<file path="src/rtl/key_debouncer_pkg.sv">
// key_debouncer_pkg
//   Shared definitions for the front-panel key conditioner: 2-bit FSM state
//   encodings, default tick constants and a counter-width helper.
`timescale 1ns/1ps
package key_debouncer_pkg;

  localparam logic [1:0] ST_RELEASED    = 2'd0;
  localparam logic [1:0] ST_PRESS_CHK   = 2'd1;
  localparam logic [1:0] ST_HELD        = 2'd2;
  localparam logic [1:0] ST_RELEASE_CHK = 2'd3;

  localparam int DEF_SYNC_STAGES      = 2;
  localparam int DEF_TICK_DIV         = 24000;
  localparam int DEF_DEBOUNCE_MS      = 5;
  localparam int DEF_REPEAT_DELAY_MS  = 500;
  localparam int DEF_REPEAT_PERIOD_MS = 100;

  function automatic int max2(input int a, input int b);
    return (a > b) ? a : b;
  endfunction

  // Bits needed to hold 0..maxval, never less than one.
  function automatic int cnt_width(input int maxval);
    return (maxval < 1) ? 1 : $clog2(maxval + 1);
  endfunction

endpackage

</file>
<file path="src/rtl/key_debouncer_ms_tick_gen.sv">
// ms_tick_gen
//   Free-running prescaler producing a one-cycle tick every TICK_DIV clocks.
//   Reusable by any panel key that needs the millisecond debounce timebase.
// Ports
//   clk24    in   system clock
//   reset_n  in   asynchronous active-low reset
//   tick     out  high while the count equals TICK_DIV-1
`timescale 1ns/1ps
module ms_tick_gen
  import key_debouncer_pkg::*;
#(
  parameter int TICK_DIV = DEF_TICK_DIV
) (
  input  logic clk24,
  input  logic reset_n,
  output logic tick
);

  localparam int TW = cnt_width(TICK_DIV - 1);
  localparam logic [TW-1:0] LAST = TW'(TICK_DIV - 1);

  logic [TW-1:0] r_cnt;

  always_ff @(posedge clk24 or negedge reset_n) begin
    if (!reset_n) begin
      r_cnt <= '0;
    end else if (r_cnt == LAST) begin
      r_cnt <= '0;
    end else begin
      r_cnt <= r_cnt + 1'b1;
    end
  end

  assign tick = (r_cnt == LAST);

endmodule

</file>
<file path="src/rtl/key_debouncer.sv">
// key_debouncer
//   Synchronises the raw active-low step key into clk24, debounces it against
//   the millisecond tick and produces a clean level plus press/repeat strobes.
// Ports
//   clk24          in   system clock
//   reset_n        in   asynchronous active-low reset
//   n_key_raw      in   raw key pin, active low, asynchronous, bouncing
//   repeat_en      in   enables auto-repeat strobes while held
//   n_key_clean    out  debounced key level, active low
//   key_strobe     out  one-cycle pulse on accepted press or each repeat
//   key_is_repeat  out  1 = strobe is a repeat, 0 = initial press
//
// state        | meaning
// RELEASED     | key idle, waiting for a low level
// PRESS_CHK    | low seen, counting stable ticks before accepting press
// HELD         | press accepted, optional auto-repeat timing
// RELEASE_CHK  | high seen while held, counting stable ticks before release
`timescale 1ns/1ps
module key_debouncer
  import key_debouncer_pkg::*;
#(
  parameter int SYNC_STAGES      = DEF_SYNC_STAGES,
  parameter int TICK_DIV         = DEF_TICK_DIV,
  parameter int DEBOUNCE_MS      = DEF_DEBOUNCE_MS,
  parameter int REPEAT_DELAY_MS  = DEF_REPEAT_DELAY_MS,
  parameter int REPEAT_PERIOD_MS = DEF_REPEAT_PERIOD_MS
) (
  input  logic clk24,
  input  logic reset_n,
  input  logic n_key_raw,
  input  logic repeat_en,
  output logic n_key_clean,
  output logic key_strobe,
  output logic key_is_repeat
);

  localparam int DW = cnt_width(DEBOUNCE_MS);
  localparam int RW = cnt_width(max2(REPEAT_DELAY_MS, REPEAT_PERIOD_MS));

  // Compare against max-1 so the tick that reaches the limit acts at once.
  localparam logic [DW-1:0] DEB_M1  = DW'(DEBOUNCE_MS - 1);
  localparam logic [RW-1:0] RDLY_M1 = RW'(REPEAT_DELAY_MS - 1);
  localparam logic [RW-1:0] RPER_M1 = RW'(REPEAT_PERIOD_MS - 1);

  logic [SYNC_STAGES-1:0] r_sync;
  logic [1:0]             r_state;
  logic [DW-1:0]          r_dcnt;
  logic [RW-1:0]          r_rcnt;
  logic                   r_first;
  logic                   r_n_key_clean;
  logic                   r_key_strobe;
  logic                   r_key_is_repeat;
  logic                   w_ks;
  logic                   w_tick;
  logic [RW-1:0]          w_rep_limit;

  ms_tick_gen #(
    .TICK_DIV (TICK_DIV)
  ) u_tick (
    .clk24   (clk24),
    .reset_n (reset_n),
    .tick    (w_tick)
  );

  always_ff @(posedge clk24 or negedge reset_n) begin
    if (!reset_n) begin
      r_sync <= '1;
    end else begin
      r_sync <= {r_sync[SYNC_STAGES-2:0], n_key_raw};
    end
  end

  assign w_ks        = r_sync[SYNC_STAGES-1];
  assign w_rep_limit = r_first ? RDLY_M1 : RPER_M1;

  always_ff @(posedge clk24 or negedge reset_n) begin
    if (!reset_n) begin
      r_state         <= ST_RELEASED;
      r_dcnt          <= '0;
      r_rcnt          <= '0;
      r_first         <= 1'b0;
      r_n_key_clean   <= 1'b1;
      r_key_strobe    <= 1'b0;
      r_key_is_repeat <= 1'b0;
    end else begin
      r_key_strobe    <= 1'b0;
      r_key_is_repeat <= 1'b0;
      case (r_state)
        ST_RELEASED: begin
          r_n_key_clean <= 1'b1;
          if (!w_ks) begin
            r_state <= ST_PRESS_CHK;
            r_dcnt  <= '0;
          end
        end
        ST_PRESS_CHK: begin
          if (w_ks) begin
            r_state <= ST_RELEASED;
            r_dcnt  <= '0;
          end else if (w_tick) begin
            if (r_dcnt == DEB_M1) begin
              r_state       <= ST_HELD;
              r_dcnt        <= '0;
              r_n_key_clean <= 1'b0;
              r_key_strobe  <= 1'b1;
              r_rcnt        <= '0;
              r_first       <= 1'b1;
            end else begin
              r_dcnt <= r_dcnt + 1'b1;
            end
          end
        end
        ST_HELD: begin
          if (w_ks) begin
            r_state <= ST_RELEASE_CHK;
            r_dcnt  <= '0;
          end else if (!repeat_en) begin
            r_rcnt  <= '0;
            r_first <= 1'b1;
          end else if (w_tick && !r_key_strobe) begin
            // Skipping a tick that lands on a strobe cycle keeps strobes
            // apart even with a one-cycle tick divider.
            if (r_rcnt == w_rep_limit) begin
              r_key_strobe    <= 1'b1;
              r_key_is_repeat <= 1'b1;
              r_rcnt          <= '0;
              r_first         <= 1'b0;
            end else begin
              r_rcnt <= r_rcnt + 1'b1;
            end
          end
        end
        ST_RELEASE_CHK: begin
          // Returning to HELD keeps the repeat timing so a short glitch only
          // stretches the cadence instead of restarting it.
          if (!w_ks) begin
            r_state <= ST_HELD;
            r_dcnt  <= '0;
          end else if (w_tick) begin
            if (r_dcnt == DEB_M1) begin
              r_state       <= ST_RELEASED;
              r_dcnt        <= '0;
              r_rcnt        <= '0;
              r_first       <= 1'b0;
              r_n_key_clean <= 1'b1;
            end else begin
              r_dcnt <= r_dcnt + 1'b1;
            end
          end
        end
        default: begin
          r_state       <= ST_RELEASED;
          r_dcnt        <= '0;
          r_rcnt        <= '0;
          r_first       <= 1'b0;
          r_n_key_clean <= 1'b1;
        end
      endcase
    end
  end

  assign n_key_clean   = r_n_key_clean;
  assign key_strobe    = r_key_strobe;
  assign key_is_repeat = r_key_is_repeat;

endmodule

</file>
<file path="config.mk">
export PLATFORM = sky130hd
export DESIGN_NAME = key_debouncer
export DESIGN_NICKNAME = d
export VERILOG_FILES = /design/src/rtl/key_debouncer_pkg.sv /design/src/rtl/key_debouncer_ms_tick_gen.sv /design/src/rtl/key_debouncer.sv
export SDC_FILE = /design/constraint.sdc
export NUM_CORES = 1
export LEC_CHECK = 0
export ABC_AREA = 1
export CELL_PAD_IN_SITES_DETAIL_PLACEMENT = 0
export CELL_PAD_IN_SITES_GLOBAL_PLACEMENT = 1
export CORE_AREA = 2 2 70 72
export DETAILED_ROUTE_END_ITERATION = 7
export DIE_AREA = 0 0 72 74
export DONT_BUFFER_PORTS = 1
export HOLD_SLACK_MARGIN = 0.08
export PLACE_DENSITY_LB_ADDON = 0.15
export SLEW_MARGIN = 40
export SYNTH_ARGS = -nofsm -noshare
export SYNTH_HDL_FRONTEND = slang
export SYNTH_SLANG_ARGS = --single-unit
export TNS_END_PERCENT = 1
</file>
<file path="constraint.sdc">
create_clock -name clk24 -period 4.8 [get_ports clk24]
set_clock_uncertainty 0.1 [all_clocks]
set_input_delay 0.48 -clock clk24 [delete_from_list [all_inputs] [get_ports clk24]]
set_output_delay 0.48 -clock clk24 [all_outputs]
set_load 0.01 [all_outputs]
</file>
==> impl_metrics.toml, run 1 <==
[status]
run_status = "finished clean"

[placed_design]
hpwlAfterDp_um = 3234
placement.io_buffers = 0
gpl.final_weighted_congestion = 0.7901

[clock_network]
longest_clk_path_bufs = 2
numCtsBuffers = 5
clock_insertion_delay_worst_skew_ns = 0.29
cts_setup_buffers = 0
clkSlewWorstSetupHoldPaths_ns = 0.07
postCtsResizedCells = 0
cts.sink_count = 35
cts_root_buf = "clkbuf_8"
cts.htree.levels = 2
tritoncts = "done"

[critical_path]
end_kind = "flop"
crit_top_cell = "inv_1"
setup.worst_path.class = "flop to flop"
timing.critical_path.max_delay_family = "compound AO/OA/AOI/OAI gates"
arrival_ns = 2.07
path_buf_inv = 3
critical_path.max_fanout = 8
critPathMaxStageDelay_ns = 0.42
required_ns = 4.92
crit_chain = "inv_1 -> ha_1 -> inv_1 -> nor2_1 -> a21oi_2 -> inv_1 -> a21oi_4 -> nand2_1 -> o21ai_1"
setup.worst_path.start_class = "flop"
cell_type_of_the_slowest_stage_on_the_worst_timing_path = "dfrtp_1"

[floorplanning]
floorplan.initialDensity_pct = 47.92
io_pins = 7
design.core.area_mm2 = 0.004598
die_area_mm2 = 0.005328
die_width_um = 72
die-height_um = 74
core.rowCount = 25

[timing]
max_clock_freq_mhz = 510.7
tightest_slew_ns = 0.3738
final_min_period_over_clock_period_pct = 40.79
fin_crit_ns = 1.958
slew_headroom_pct = 75.08
finalSetupViolations = 0
rsz0062_at_grt = "no"
slew_viol_final = 0
fin_tns_setup_ns = 0
final_hold_violation_count = 0

[final_layout]
nets = 316
drive_above_1_share_pct = 13.11
finish.utilization_pct = 52.19
syn_to_final_growth_pct = 8.915
diodes = 0

[power]
p_leak_nw = 1.240
power-per-cell-area_mw_per_mm2 = 346.4
ir_drop_uv = 260.0

[routing]
routed_wire_length_per_instance_um = 12.04
firstDrtPassIters = 4
routed_via_density = 4.986
ant_nets = 0
drt_wl_total_um = 4322
dr_total_vias = 1790
drcViolationCount = 0
drt_first_iter_violations = 107

[logic_synthesis]
synth_commonest_cells = "74 x nand2_1, 43 x inv_1, 39 x nor2_1"
synth_top_cell_area_share_pct = 36.34
sequential_area_share_after_synthesis_pct = 39.92
syn-instance-count = 294
synth_cell_type_count = 32
yosysMostFrequentCell = "nand2_1"
postSynthRegisterBits = 35
synth_nets = 306
yosysWarnings = 0
synth.largest_area_cell = "dfrtp_1"
syn-cell-area_mm2 = 0.002203
synth_top_cells_by_area = "dfrtp_1 36%, nand2_1 13%, inv_1 7.3%, nor2_1 6.6%, ha_1 4.5%"
synthArstFlopShare_pct = 100.0
synth-edff-count = 0
postSynthAreaPerCell_um2 = 7.494
synth_ff_type = "dfrtp_1"

[grt]
first_global_vias = 1704
grt_util_all_layers_pct = 18.72
grt_max_degree = 36
antenna_violations_before_repair = 0
globalRoute.totalOverflow = 0
grt_pass1_wl_um = 7803

[min_path]
path_class_of_the_lowest_slack_min_delay_path = "flop to flop"

[job]
timing.max_cap.violations = 0
report_power, final:
part           switching, mW  internal [mW]  total [mW]
clock                  0.112          0.101       0.213
sequential            0.0237          0.321       0.345
combinational          0.185         0.0888       0.274
routing by layer:
layer	up-vias	track usage [%]	share of wire (%)	wire [um]
li1	947	-	-	-
met4	0	5.031	1.3	57
met2	25	30.45	45	1955
met3	6	4.065	3.3	141
met1	812	25.56	50	2167
met5	-	0	0	0
placed cells by master, fill, tap and decap left out, types with 7 or more instances in the layout:
cell | synthesis | routed
nand2_1 | 74 | 74
inv_1 | 43 | 43
nor2_1 | 39 | 39
dfrtp_1 | 32 | 32
nand3_1 | 16 | 16
o21ai_1 | 11 | 11
o21ai_0 | 10 | 10
ha_1 | 8 | 8
nand2_2 | 7 | 7
nand4_1 | 7 | 7
a21oi_1 | 7 | 7
layout make-up:
type | count | area, um2
Fill cell | 475 | 2198
Multi-Input combinational cell | 213 | 1151
Sequential cell | 35 | 879.6
Inverter | 46 | 172.7
Clock buffer | 5 | 68.82
Tap cell | 54 | 67.56
Timing Repair Buffer | 3 | 40.04
Clock inverter | 3 | 20.02
registers in the layout, summed over array words and instances (netlist names), named ones only:
name,flops
r_sync,2
key_strobe,1
n_key_clean,1
r_dcnt,3
r_state,1
r_first,1
r_rcnt,9
u_tick.r_cnt,15
key_is_repeat,1
cells by family (layout without fill, tap and decap cells):
group | after synthesis | count (layout) | share of synthesized area, %
simple gates | 163 | 163 | 35.72
compound gates | 36 | 36 | 9.598
fa+ha+maj | 8 | 8 | 4.543
flops | 35 | 35 | 39.92
xor+xnor | 6 | 6 | 2.385
buf+inv | 46 | 57 | 7.836
per-stage QoR:
step | setup slack [ns] | instance area [um2] | total power, mW | hold WS (ns) | cells
6_report | 2.842 | 2400 | 0.8312 | 0.2588 | 359
5_1_grt | 2.593 | 2400 | 0.9018 | 0.2678 | 359
4_1_cts | 2.833 | 2400 | 0.8470 | 0.2613 | 359
3_5_place_dp | 2.851 | 2271 | 0.6200 | 0.08543 | 348
3_3_place_gp | 2.833 | 2271 | 0.6140 | 0.08524 | 348
2_1_floorplan | 3.080 | 2203 | 0.5638 | 0.08441 | 294
worst paths after layout:
check | startpoint | endpoint | slack [ns] | cells past startpoint
max | r_state[0]$_DFFE_PN0P_ | r_state[0]$_DFFE_PN0P_ | 2.84 | 9
min | r_sync[0]$_DFF_PN1_ | r_sync[1]$_DFF_PN1_ | 0.26 | 0
max reg2reg | r_state[0]$_DFFE_PN0P_ | r_state[0]$_DFFE_PN0P_ | 2.84 | 9
min reg2reg | r_sync[0]$_DFF_PN1_ | r_sync[1]$_DFF_PN1_ | 0.26 | 0
max in group asynchronous | reset_n | n_key_clean$_DFFE_PN1P_ | 3.80 | 2
min in group asynchronous | reset_n | u_tick.r_cnt[2]$_DFF_PN0_ | 0.53 | 2
timing repair:
action                     in CTS  in global routing
hold endpoints to repair       36                  0
setup endpoints to repair       0                  0
hold buffers                    3                  0
worst reg2reg max path: stages, from the launching register on:
cell,delay (ns)
dfrtp_1,0.42
inv_1,0.10
ha_1,0.24
inv_1,0.22
nor2_1,0.10
a21oi_2,0.31
inv_1,0.13
a21oi_4,0.15
nand2_1,0.06
o21ai_1,0.06
No activity file was read; power rests on OpenSTA's default activity.
==> run 2: changes to the inputs <==
--- a/config.mk
+++ b/config.mk
@@ -8,9 +8,9 @@
 export ABC_AREA = 1
 export CELL_PAD_IN_SITES_DETAIL_PLACEMENT = 0
 export CELL_PAD_IN_SITES_GLOBAL_PLACEMENT = 1
-export CORE_AREA = 2 2 70 72
+export CORE_AREA = 2 2 72 74
 export DETAILED_ROUTE_END_ITERATION = 7
-export DIE_AREA = 0 0 72 74
+export DIE_AREA = 0 0 74 76
 export DONT_BUFFER_PORTS = 1
 export HOLD_SLACK_MARGIN = 0.08
 export PLACE_DENSITY_LB_ADDON = 0.15
==> constraint.sdc (replaced) <==
create_clock -name clk24 -period 2 [get_ports clk24]
set_clock_uncertainty 0.1 [all_clocks]
set_input_delay 0.2 -clock clk24 [delete_from_list [all_inputs] [get_ports clk24]]
set_output_delay 0.2 -clock clk24 [all_outputs]
set_load 0.01 [all_outputs]
==> run 2 against run 1 <==
  * Largest power group unchanged
  * Clock power rose by 140%
  * Cell area rose by 2.9%
  * Sequential share of layout area is 1.0 points lower
  * Cell count rose by 6.1%
  * Critical path type unchanged
  * Total power up 140%
  * Highest routed layer unchanged
  * Maximum frequency grew 8.8%
  * Combinational power grew to 2.6 times the previous value
  * Sequential cell count unchanged
==> impl_metrics.toml, run 2 (same netlist as run 1, synthesis figures left out) <==
[timing]
final_min_period_over_clock_period_pct = 90.01
slew_headroom_pct = 82.14
slew_viol_final = 0
finalWorstSetupSlack_ns = 0.1999
rsz0062_at_grt = "no"
fin_crit_ns = 1.800
finalSetupViolations = 0
fin_tns_setup_ns = 0
tightest_slew_ns = 0.2661
final_hold_violation_count = 0
max_clock_freq_mhz = 555.5

[placed_design]
placement.io_buffers = 0
dpl_worst_slack_ns = 0.1497
hpwlAfterDp_um = 3166
gpl.final_weighted_congestion = 0.7823

[clock_network]
tritoncts = "done"
numCtsBuffers = 5
cts_root_buf = "clkbuf_8"
cts.htree.levels = 2
clkSlewWorstSetupHoldPaths_ns = 0.07
cts.sink_count = 35
longest_clk_path_bufs = 2
clock_insertion_delay_worst_skew_ns = 0.28

[grt]
grt_pass1_wl_um = 7514
grt_max_degree = 36
grt_util_all_layers_pct = 17.09
antenna_violations_before_repair = 0
first_global_vias = 1665
globalRoute.totalOverflow = 0

[critical_path]
critical_path.max_fanout = 10
required_ns = 2.12
setup.worst_path.class = "flop to flop"
setup.worst_path.start_class = "flop"
end_kind = "flop"
worst_r2r_path_depth = 10
arrival_ns = 1.92

[floorplanning]
io_pins = 7
die_width_um = 74
design.core.area_mm2 = 0.004912
core.rowCount = 26
die_area_mm2 = 0.005624
die-height_um = 76
floorplan.initialDensity_pct = 44.85

[min_path]
min_delay_path_depth = 5
path_class_of_the_lowest_slack_min_delay_path = "input pin to flop"

[final_layout]
nets = 322
layout_common_cells = "74 x nand2_1, 43 x inv_1, 39 x nor2_1, 32 x dfrtp_1, 16 x nand3_1"
commonest_non_fill_non_tap_cell_in_the_layout = "nand2_1"
largestRegisters = "u_tick.r_cnt x15, r_rcnt x9, r_dcnt x3"
drive_above_1_share_pct = 14.79
diodes = 0
largest_register = "u_tick.r_cnt"
largest_reg_flops = 15
syn_to_final_growth_pct = 12.10

[routing]
drt_first_iter_violations = 131
dr_total_vias = 1787
detailroute.wirelength.met2_um = 1954
drt_wl_total_um = 4223
wl_met1_um = 2093
ant_nets = 0
maxUsedRoutingLayer = "met4"
route.met3.wl_um = 141
firstDrtPassIters = 4
drcViolationCount = 0
routed_wire_length_per_instance_um = 11.08
routed_via_density = 4.690

[power]
power-per-cell-area_mw_per_mm2 = 821.3
p_leak_nw = 1.265
ir_drop_uv = 590.8

[job]
timing.max_cap.violations = 0

[status]
run_status = "finished clean"
==> run 2: final timing paths <==
kind	from	end	slack, ns
setup / recovery	flop	r_rcnt[7]$_DFFE_PN0P_	0.20
hold / removal	repeat_en	r_first$_DFFE_PN0P_	0.19
setup reg to reg	flop	r_rcnt[7]$_DFFE_PN0P_	0.20
hold reg to reg	r_sync[0]$_DFF_PN1_	r_sync[1]$_DFF_PN1_	0.26
max in group asynchronous	reset_n	r_sync[0]$_DFF_PN1_	1.29
min in group asynchronous	reset_n	u_tick.r_cnt[11]$_DFF_PN0_	0.26
==> run 2: worst max-delay path: stages, from the launching register on <==
cell and delay [ns]:
dfrtp_1 0.41, inv_1 0.09, ha_2 0.23, nor2_1 0.06
nor2_1 0.11, inv_2 0.05, o21ai_1 0.15, nand3_4 0.20
nor2_8 0.21, nand2_1 0.07, nand2_1 0.06
==> run 2: power breakdown <==
part | internal (mW) | leakage (nW) | switching, mW | total [mW]
clock | 0.242 | 0.0402 | 0.261 | 0.503
sequential | 0.771 | 0.458 | 0.0537 | 0.825
combinational | 0.253 | 0.767 | 0.448 | 0.701
==> run 2: layout make-up <==
class,instances,area [um2]
Timing Repair Buffer,9,87.58
Clock buffer,5,68.82
Sequential cell,35,879.6
Fill cell,474,2442
Inverter,46,172.7
Tap cell,70,87.58
Clock inverter,3,20.02
Multi-Input combinational cell,213,1154
==> run 2: layer usage <==
metal / track usage [%] / up-vias
met5: 0 / -
met4: 5.455 / 0
met3: 4.233 / 2
met2: 25.71 / 21
met1: 23.99 / 807
li1: - / 957
==> run 2: repair_timing <==
| item | in CTS | in global routing |
|---|---|---|
| resized for setup | 0 | 1 |
| hold buffers | 4 | 0 |
| hold endpoints to repair | 40 | 0 |
| setup buffers | 0 | 0 |
| setup endpoints to repair | 0 | 9 |
==> run 2: metrics by stage <==
stage,hold WS (ns),utilization (%),instance area (um2),total power [mW],cells
floorplan,-0.1956,-,2203,1.353,294
global placement,-0.1948,47.40,2328,1.521,369
detailed placement,-0.1948,47.40,2328,1.511,369
CTS,0.1659,50.23,2467,2.064,381
global route,0.1910,50.28,2470,2.221,381
finish,0.1860,50.28,2470,2.029,381
